$ cat src/rtl/handshake_pkg.sv
// rtl/handshake_pkg.sv - shared types, constants and delay clamp for handshake_responder
package handshake_pkg;

    typedef enum logic [3:0] {
        HS_IDLE = 4'd0,
        HS_WAIT = 4'd1,
        HS_ACK  = 4'd2,
        HS_HOLD = 4'd3
    } hs_state_e;

    localparam int HS_MAX_DELAY = 5;

    // Map a raw 3-bit latency request onto the legal range 1..max_d
    function automatic logic [2:0] hs_clamp_delay(input logic [2:0] cfg, input logic [2:0] max_d);
        if (cfg == 3'd0) begin
            return 3'd1;
        end else if (cfg > max_d) begin
            return max_d;
        end else begin
            return cfg;
        end
    endfunction

endpackage

$ cat src/rtl/handshake_responder_sat_counter.sv
// rtl/handshake_responder_sat_counter.sv - event counter with saturate or wrap behaviour
module sat_counter #(
    parameter int WIDTH    = 8,
    parameter bit SATURATE = 1'b1
) (
    input  logic             clk,
    input  logic             reset,
    input  logic             inc_i,
    output logic [WIDTH-1:0] count_o
);

    logic [WIDTH-1:0] count_q;

    // Count increments; a saturating counter sticks at all-ones, a wrapping one rolls over
    always_ff @(posedge clk) begin
        if (reset) begin
            count_q <= '0;
        end else if (inc_i && !(SATURATE && (count_q == {WIDTH{1'b1}}))) begin
            count_q <= count_q + 1'b1;
        end
    end

    assign count_o = count_q;

endmodule

$ cat src/rtl/handshake_responder.sv
// rtl/handshake_responder.sv - req/ack responder with programmable latency; stats under HANDSHAKE_RESPONDER_STATS_EN
module handshake_responder
    import handshake_pkg::*;
#(
    parameter int DATA_W    = 8,
    parameter int MAX_DELAY = HS_MAX_DELAY
) (
    input  logic              clk,
    input  logic              reset,
    input  logic              req,
    input  logic              data_en,
    input  logic [DATA_W-1:0] data,
    input  logic [2:0]        cfg_delay,
    output logic              ack,
    output logic              rsp_valid,
    output logic [DATA_W-1:0] rsp_data,
    output logic [3:0]        state,
    output logic [7:0]        abort_cnt,
    output logic [15:0]       ack_cnt
);

    localparam logic [2:0] MAX_D = 3'(MAX_DELAY);

    hs_state_e         state_q, state_d;
    logic [2:0]        cnt_q, cnt_d;
    logic [DATA_W-1:0] data_q, data_d;
    logic              den_q, den_d;
    logic [DATA_W-1:0] rsp_data_q, rsp_data_d;
    logic [2:0]        eff_delay;
    logic              abort_inc;
    logic              ack_inc;

    // State, countdown and latched request registers
    always_ff @(posedge clk) begin
        if (reset) begin
            state_q    <= HS_IDLE;
            cnt_q      <= 3'd0;
            data_q     <= '0;
            den_q      <= 1'b0;
            rsp_data_q <= '0;
        end else begin
            state_q    <= state_d;
            cnt_q      <= cnt_d;
            data_q     <= data_d;
            den_q      <= den_d;
            rsp_data_q <= rsp_data_d;
        end
    end

    // Next-state logic: accept in IDLE, count down in WAIT, one-cycle ACK, HOLD until req falls
    always_comb begin
        state_d    = state_q;
        cnt_d      = cnt_q;
        data_d     = data_q;
        den_d      = den_q;
        rsp_data_d = rsp_data_q;
        abort_inc  = 1'b0;
        eff_delay  = hs_clamp_delay(cfg_delay, MAX_D);
        case (state_q)
            HS_IDLE: begin
                if (req) begin
                    data_d  = data;
                    den_d   = data_en;
                    cnt_d   = eff_delay - 3'd1;
                    state_d = (eff_delay == 3'd1) ? HS_ACK : HS_WAIT;
                end
            end
            HS_WAIT: begin
                // A dropped req wins even on the cycle that would have entered ACK
                if (!req) begin
                    state_d   = HS_IDLE;
                    abort_inc = 1'b1;
                end else if (cnt_q == 3'd1) begin
                    state_d = HS_ACK;
                end else begin
                    cnt_d = cnt_q - 3'd1;
                end
            end
            HS_ACK: begin
                state_d = req ? HS_HOLD : HS_IDLE;
            end
            HS_HOLD: begin
                if (!req) begin
                    state_d = HS_IDLE;
                end
            end
            default: begin
                state_d = HS_IDLE;
            end
        endcase
        // Response payload only changes when a new ACK is about to be presented
        if (state_d == HS_ACK && state_q != HS_ACK) begin
            rsp_data_d = data_d;
        end
    end

    assign ack_inc   = (state_q == HS_ACK);
    assign ack       = ack_inc;
    assign rsp_valid = ack_inc & den_q;
    assign rsp_data  = rsp_data_q;
    assign state     = state_q;

`ifdef HANDSHAKE_RESPONDER_STATS_EN
    sat_counter #(.WIDTH(8), .SATURATE(1'b1)) u_abort_cnt (
        .clk    (clk),
        .reset  (reset),
        .inc_i  (abort_inc),
        .count_o(abort_cnt)
    );

    sat_counter #(.WIDTH(16), .SATURATE(1'b0)) u_ack_cnt (
        .clk    (clk),
        .reset  (reset),
        .inc_i  (ack_inc),
        .count_o(ack_cnt)
    );
`else
    logic unused_stats;
    assign unused_stats = abort_inc ^ ack_inc;
    assign abort_cnt    = 8'd0;
    assign ack_cnt      = 16'd0;
`endif

endmodule

$ cat config.mk
export PLATFORM = sky130hd
export DESIGN_NAME = handshake_responder
export DESIGN_NICKNAME = d
export VERILOG_FILES = /design/src/rtl/handshake_pkg.sv /design/src/rtl/handshake_responder_sat_counter.sv /design/src/rtl/handshake_responder.sv
export SDC_FILE = /design/constraint.sdc
export NUM_CORES = 1
export LEC_CHECK = 0
export BUFFER_PORTS_ARGS = -buffer_cell sky130_fd_sc_hd__buf_2
export CAP_MARGIN = 10
export CORE_MARGIN = 2
export CORE_UTILIZATION = 50
export DETAILED_ROUTE_END_ITERATION = 6
export MAX_ROUTING_LAYER = met4
export PLACE_DENSITY = 0.88
export SLEW_MARGIN = 30
export SYNTH_ARGS = -nofsm -noshare
export SYNTH_HDL_FRONTEND = slang
export SYNTH_SLANG_ARGS = --single-unit
$ cat constraint.sdc
create_clock -name clk -period 2.9 [get_ports clk]
set_input_delay 0.145 -clock clk [delete_from_list [all_inputs] [get_ports clk]]
set_output_delay 0.145 -clock clk [all_outputs]
set_load 0.005 [all_outputs]
Word level (Yosys, flattened, before mapping)
Index checks and enable logic that the tools add are counted.
{ "classes": {"n_addsub": 2, "order_cmp": 1, "n_eq_ne": 10, "n_mux": 15, "bitwise_logic": 1, "n_reduce_logical": 6} }
{ "op_table": {"columns": ["op", "n"], "rows": [
  ["4-bit 2-to-1 mux", 4],
  ["8-bit 2-to-1 mux", 2],
  ["4-bit one-hot mux with 4 select lines", 1],
  ["3-bit 2-to-1 mux", 5],
  ["4-bit by 2-bit == test with 1-bit output (second input constant)", 3],
  ["3-bit by 1-bit == test with 1-bit output (second input constant)", 2],
  ["2-bit != test (second input constant)", 3],
  ["3-bit one-hot mux with 2 select lines", 1],
  ["3-bit by 1-bit subtractor with 3-bit output (second input constant)", 2],
  ["4-bit by 1-bit == test with 1-bit output (second input constant)", 1],
  ["4-bit zero test", 1],
  ["2-bit 2-to-1 mux", 2],
  ["4-bit by 2-bit != test with 1-bit output (second input constant)", 1],
  ["4-bit AND reduction", 1],
  ["3-bit > comparator (second input constant)", 1],
  ["3-bit zero test", 1],
  ["2-bit AND reduction", 1],
  ["2-bit nonzero test", 1],
  ["1-bit bitwise AND", 1],
  ["1-bit logical AND", 1]
]} }
{ "totals": {"regBits": 24, "inputBits": 15, "output_inout_bits": 38, "elab_cells": 40} }

Longest topological paths before layout
{ "logic_depth": {"ltp_word": 9, "ltp_mapped": 7, "ltp_nobuf": 7} }

Least setup slack after synthesis
Ideal clock, no wire load.
{ "synth_timing": {"path_kind": "flip-flop to flip-flop", "startpoint": "register cnt_q[0]", "endpoint": "register rsp_data_q[0] (netlist: rsp_data[0])", "setup_ns": 0.121, "arrival_time_ns": 1.398, "required_ns": 2.779, "slack_ns": 1.382, "stages_incl_launch_ff": 5, "path_buffers": 0, "period_less_slack_ns": 1.518, "path_cell_list": "dfxtp_1 ha_1 and3b_1 o21ai_2 mux2_2"} }
{ "synth_via": {"elab_chain_len": 6} }
{ "synth_rtl": {"columns": ["element", "line_no", "rtl"], "rows": [
  ["from (decl)", "handshake_responder.sv:25", "logic [2:0] cnt_q, cnt_d;"],
  ["from (signal assigned)", "handshake_responder.sv:43", "cnt_q <= cnt_d;"],
  ["3-bit by 1-bit == test with 1-bit output", "handshake_responder.sv:73", "end else if (cnt_q == 3'd1) begin"],
  ["4-bit 2-to-1 mux", "handshake_responder.sv:73", null],
  ["4-bit 2-to-1 mux", "handshake_responder.sv:70", "if (!req) begin"],
  ["4-bit one-hot mux with 4 select lines", "handshake_responder.sv:59", "case (state_q)"],
  ["4-bit by 2-bit == test with 1-bit output", "handshake_responder.sv:92", "if (state_d == HS_ACK && state_q != HS_ACK) begin"],
  ["1-bit logical AND", "handshake_responder.sv:92", null],
  ["to (signal assigned)", "handshake_responder.sv:46", "rsp_data_q <= rsp_data_d;"],
  ["to (decl)", "handshake_responder.sv:28", "logic [DATA_W-1:0] rsp_data_q, rsp_data_d;"]
]} }
Every way passes these cells.
A chain may end at the register's enable or synchronous reset.

Worst setup path after layout
{ "layout_timing": {"startpoint": "register state_q[3] (netlist: state[3])", "endpoint": "register cnt_q[1]"} }
{ "layout_via": {"elab_chain_len": 3, "elab_cells_between_ends": 8, "classes_between": "4 x eq/ne; 1 x mux; 3 x reduce/logical"} }
{ "layout_rtl": {"columns": ["element", "line_no", "rtl"], "rows": [
  ["from (decl)", "handshake_responder.sv:24", "hs_state_e state_q, state_d;"],
  ["from (signal assigned)", "handshake_responder.sv:42", "state_q <= state_d;"],
  ["4-bit by 1-bit == test with 1-bit output / 4-bit zero test (equally long branches)", "handshake_responder.sv:59", null],
  ["2-bit != test (no source line) / 2-bit nonzero test (equally long branches)", null, null],
  ["4-bit AND reduction (no source line)", null, null]
]} }
Several ways; a longest one is shown, not always the timed one.

==> results.txt <==
The data arrival at the endpoint of the critical path is a little over 2 ns. The number of buffers inserted by port buffering is 28. The routed via count divided by cell count is 5.162. The deepest clock path buffer count came out at 2. CTS built an H-tree with a depth of 1. In the final design database the tool counted between 200 and 250 nets. The worst hold path begins at data_en. The maximum fanout along the worst path came out at 11. The post-route clock period utilization came out at 61.81%. The synthesized netlist devotes between 10% and 20% of its cell area to compound gates.

Setup repair after global routing left no endpoint under its margin. The async set or reset register ratio after synthesis is 0%. The residual DRC count came out at 0. For this design, the slowest cell found on the critical path is sky130_fd_sc_hd__or4b_1. The final estimated routing congestion in global placement came out at 0.8509.

The count of nets left with antenna violations once routing finished came out at 0. The final number of max-transition violations is 0. The first-pass GRT wire length is between 4000 and 5000 µm. The measured slew at the worst slew-check pin came out at between 0.7 and 0.8 ns.

The core occupancy in the finished layout is around 57%. Of the cells placed in the final design, the portion with a size suffix greater than 1 is between 20% and 30%. The total I/O pin count is 53.

The data required time at the worst endpoint is between 3 and 4 ns. The flip-flop and latch count after synthesis came out at 24. The main combinational cell family by area after synthesis is simple AND/OR/NAND/NOR gates. The first routing iteration left 19 violations. Post-CTS timing repair inserted 0 buffers for setup. The total die area came out at about 0.0033 mm². In the final layout, the multi-input gates occupy 795.8 µm². For this run, the top clock speed supported by timing is 557.9 MHz. The final critical path time including I/O delays and setup came out at between 1.5 and 2 ns. The reported leakage power came out at about 0.68 nW.

The hold buffer count at CTS came out at 0. The total power is around 0.67 mW. The per-cell routed wire length came out at 12.25 µm. The CTS tree is yes. The setup clock skew after layout is 0.01167 ns.

The all-layer global routing usage is 17.49%. 0 antenna diodes ended up in the layout. Before antenna repair, the detailed router went through 4 iterations. The post-CTS resize count is 0. The starting density of the core is 51.89%. The count of yosys warnings during synthesis came out at 0. The area used by sequential logic in the layout came out at 480.5 µm². The number of fill cells in the layout is approximately 260.

The total congestion overflow came out at 0. The number of flops mapped to enable cells by yosys came out at 0. The non-filler instance count after layout came out at roughly 220.

The launching point of the worst reg2reg path is state[3]. The number of sinks handled by clock tree synthesis is 24. The detailed router placed ~1100 vias in this run. The die span in x is between 50 and 60 µm. Entering global routing, the biggest net connects 34 pins. The power density over the cells came out at roughly 430 mW/mm². The reported max-cap violation count is 0.

The floorplan has 19 rows. The vertical die dimension came out at 57.04 µm. The min-delay analysis places its worst path in the category input pin to register.

For flop-to-flop paths, the worst setup slack is between 1 and 1.5 ns. Of the total synthesized cell area, the portion taken by AND, OR, NAND and NOR gates is 20.73%. The mapped netlist covers roughly 0.0014 mm². The detailed-placement wirelength estimate came out at approximately 1900 µm. The tree is rooted in a sky130_fd_sc_hd__clkbuf_4. The total count of hold-check failures in the final report came out at 0.

The setup-violating endpoint count in the final report came out at 0. The run finished with clean final reports. The max-slew headroom at the worst pin is 46.62%. The routed wire length came out at between 2000 and 3000 µm. The type of element launching the critical path is a register. The initial antenna violation count came out at 0. The total area inside the core boundary comes to approximately 0.0027 mm². The worst setup path is captured at a register. The synthesized area per cell came out at ~9.0 µm².

The sequential share of the synthesized area came out at between 30 and 40%. The critical path goes through or4b_1, or3_1, o31ai_2. In this design, the stage delay of the slowest critical-path cell is 0.73 ns. The largest vdd supply drop came out at between 0.0004 and 0.0005 V. The smallest hold slack came out at 0.07190 ns. Among all flip-flop cells after synthesis, the most frequent one is sky130_fd_sc_hd__dfxtp_1. Clock latency on the worst-skew pair, taken at its later pin, is a little over 0.3 ns. The critical path starts at state[3].

The cell count after synthesis came out at 157. The clock-pin slew on the worst setup and hold paths came out at roughly 0.12 ns. The mux contribution to synthesized area is between 10% and 20%. In this run the worst setup path terminates at cnt_q[1].

The endpoint identified for the worst register-to-register timing path is cnt_q[1]. The setup path with the least slack is of type register to register. The number of cells on the worst reg-to-reg path is 3.

Compared with the post-synthesis result, the final layout area differs by 9.341%. The synthesized netlist contains 34 unique library cells. Setup total negative slack on the finished layout was measured at 0 ns. The synthesized-area fraction occupied by adder cells came out at under 10%. After Yosys synthesis, XOR and XNOR cells account for around 1.9% of the synthesized area. The via count of the first global-routing pass is ~1100.

The number of buffers inserted during clock tree synthesis is 3. The instance count after placement with tap cells included is approximately 210.
-- power by group --
part | internal (mW) | total, mW | switching (mW)
clock | 0.140 | 0.240 | 0.101
combinational | 0.0326 | 0.0793 | 0.0467
sequential | 0.339 | 0.347 | 0.00778
total | 0.512 | 0.667 | 0.155
-- how the worst min path moves through the flow --
stage	endpoint	cells past startpoint	slack, ns
final	den_q	3	0.07
after detailed placement	den_q	3	0.41
after global routing	den_q	3	0.03
after floorplan	data_q[0]	2	0.29
after CTS	den_q	3	0.06
after global placement	den_q	3	0.40
-- per-layer routing --
| layer | global-route usage (%) | share of wire, % |
|---|---|---|
| met1 | 20.23 | 44 |
| met2 | 28.24 | 49 |
| met3 | 3.175 | 5.5 |
| met4 | 10.30 | 1.3 |
| met5 | - | 0 |
-- stage by stage --
| stage | setup slack, ns | instance area, µm² |
|---|---|---|
| floorplan | 1.382 | 1500 |
| global placement | 1.107 | 1485 |
| detailed placement | 1.035 | 1485 |
| CTS | 1.105 | 1538 |
| global route | 0.9750 | 1538 |
| finish | 1.108 | 1538 |
-- worst max-delay path: cells and delay by family, from the launching register on --
| kind | cells | cell delay, ns |
|---|---|---|
| simple gates | 2 | 1.18 |
| flops | 1 | 0.38 |
| compound gates | 1 | 0.17 |
-- cell families (layout without fill, tap and decap cells) --
logic type / after synthesis / in the layout
simple gates: 48 / 48
buf+inv: 35 / 38
compound gates: 25 / 25
flops: 24 / 24
mux: 17 / 17
fa+ha+maj: 4 / 4
xor+xnor: 3 / 3
other cells: 1 / 26
-- cell usage after synthesis, types with 2 or more instances --
master | n | area (µm²)
sky130_fd_sc_hd__or3b_2 | 2 | 17.52
sky130_fd_sc_hd__nand3_1 | 9 | 45.04
sky130_fd_sc_hd__xor2_1 | 3 | 26.28
sky130_fd_sc_hd__o21ai_0 | 9 | 45.04
sky130_fd_sc_hd__inv_1 | 3 | 11.26
sky130_fd_sc_hd__ha_1 | 4 | 50.05
sky130_fd_sc_hd__mux2i_1 | 9 | 90.09
sky130_fd_sc_hd__clkbuf_1 | 5 | 18.77
sky130_fd_sc_hd__nand3b_1 | 2 | 15.01
sky130_fd_sc_hd__nand2b_1 | 2 | 12.51
sky130_fd_sc_hd__a21oi_1 | 9 | 45.04
sky130_fd_sc_hd__buf_4 | 24 | 180.2
sky130_fd_sc_hd__buf_2 | 2 | 10.01
sky130_fd_sc_hd__nor4b_1 | 3 | 26.28
sky130_fd_sc_hd__and2_1 | 2 | 12.51
sky130_fd_sc_hd__nor2_1 | 11 | 41.29
sky130_fd_sc_hd__a211o_1 | 2 | 17.52
sky130_fd_sc_hd__nand4_1 | 3 | 18.77
sky130_fd_sc_hd__dfxtp_1 | 24 | 480.5
sky130_fd_sc_hd__nor2b_1 | 8 | 50.05
sky130_fd_sc_hd__mux2_2 | 8 | 90.09
-- cell type report --
cell class	count	area share, %
Sequential cell	24	31.25
Timing Repair Buffer	30	10.09
Inverter	4	0.9764
Tap cell	31	2.522
Clock buffer	3	1.465
Clock inverter	1	1.953
Multi-Input combinational cell	123	51.75
-- cell usage in the layout (no fill, tap or decap), types with 2 or more instances in the layout --
| cell | n |
|---|---|
| sky130_fd_sc_hd__mux2i_1 | 9 |
| sky130_fd_sc_hd__nand3_1 | 9 |
| sky130_fd_sc_hd__nor2_1 | 11 |
| sky130_fd_sc_hd__nand2b_1 | 2 |
| sky130_fd_sc_hd__ha_1 | 4 |
| sky130_fd_sc_hd__xor2_1 | 3 |
| sky130_fd_sc_hd__dfxtp_1 | 24 |
| sky130_fd_sc_hd__o21ai_0 | 9 |
| sky130_fd_sc_hd__mux2_2 | 8 |
| sky130_fd_sc_hd__nand4_1 | 3 |
| sky130_fd_sc_hd__a21oi_1 | 9 |
| sky130_fd_sc_hd__buf_4 | 2 |
| sky130_fd_sc_hd__a211o_1 | 2 |
| sky130_fd_sc_hd__nor4b_1 | 3 |
| sky130_fd_sc_hd__or3b_2 | 2 |
| sky130_fd_sc_hd__and2_1 | 2 |
| sky130_fd_sc_hd__conb_1 | 26 |
| sky130_fd_sc_hd__nand3b_1 | 2 |
| sky130_fd_sc_hd__inv_1 | 3 |
| sky130_fd_sc_hd__nor2b_1 | 8 |
| sky130_fd_sc_hd__clkbuf_4 | 3 |
| sky130_fd_sc_hd__buf_2 | 28 |
-- flip-flops by register name, summed over array words and instances, names as in the netlist --
name      count
cnt_q         3
data_q        8
den_q         1
rsp_data      8
state         4
No activity file was read; power rests on OpenSTA's default activity.
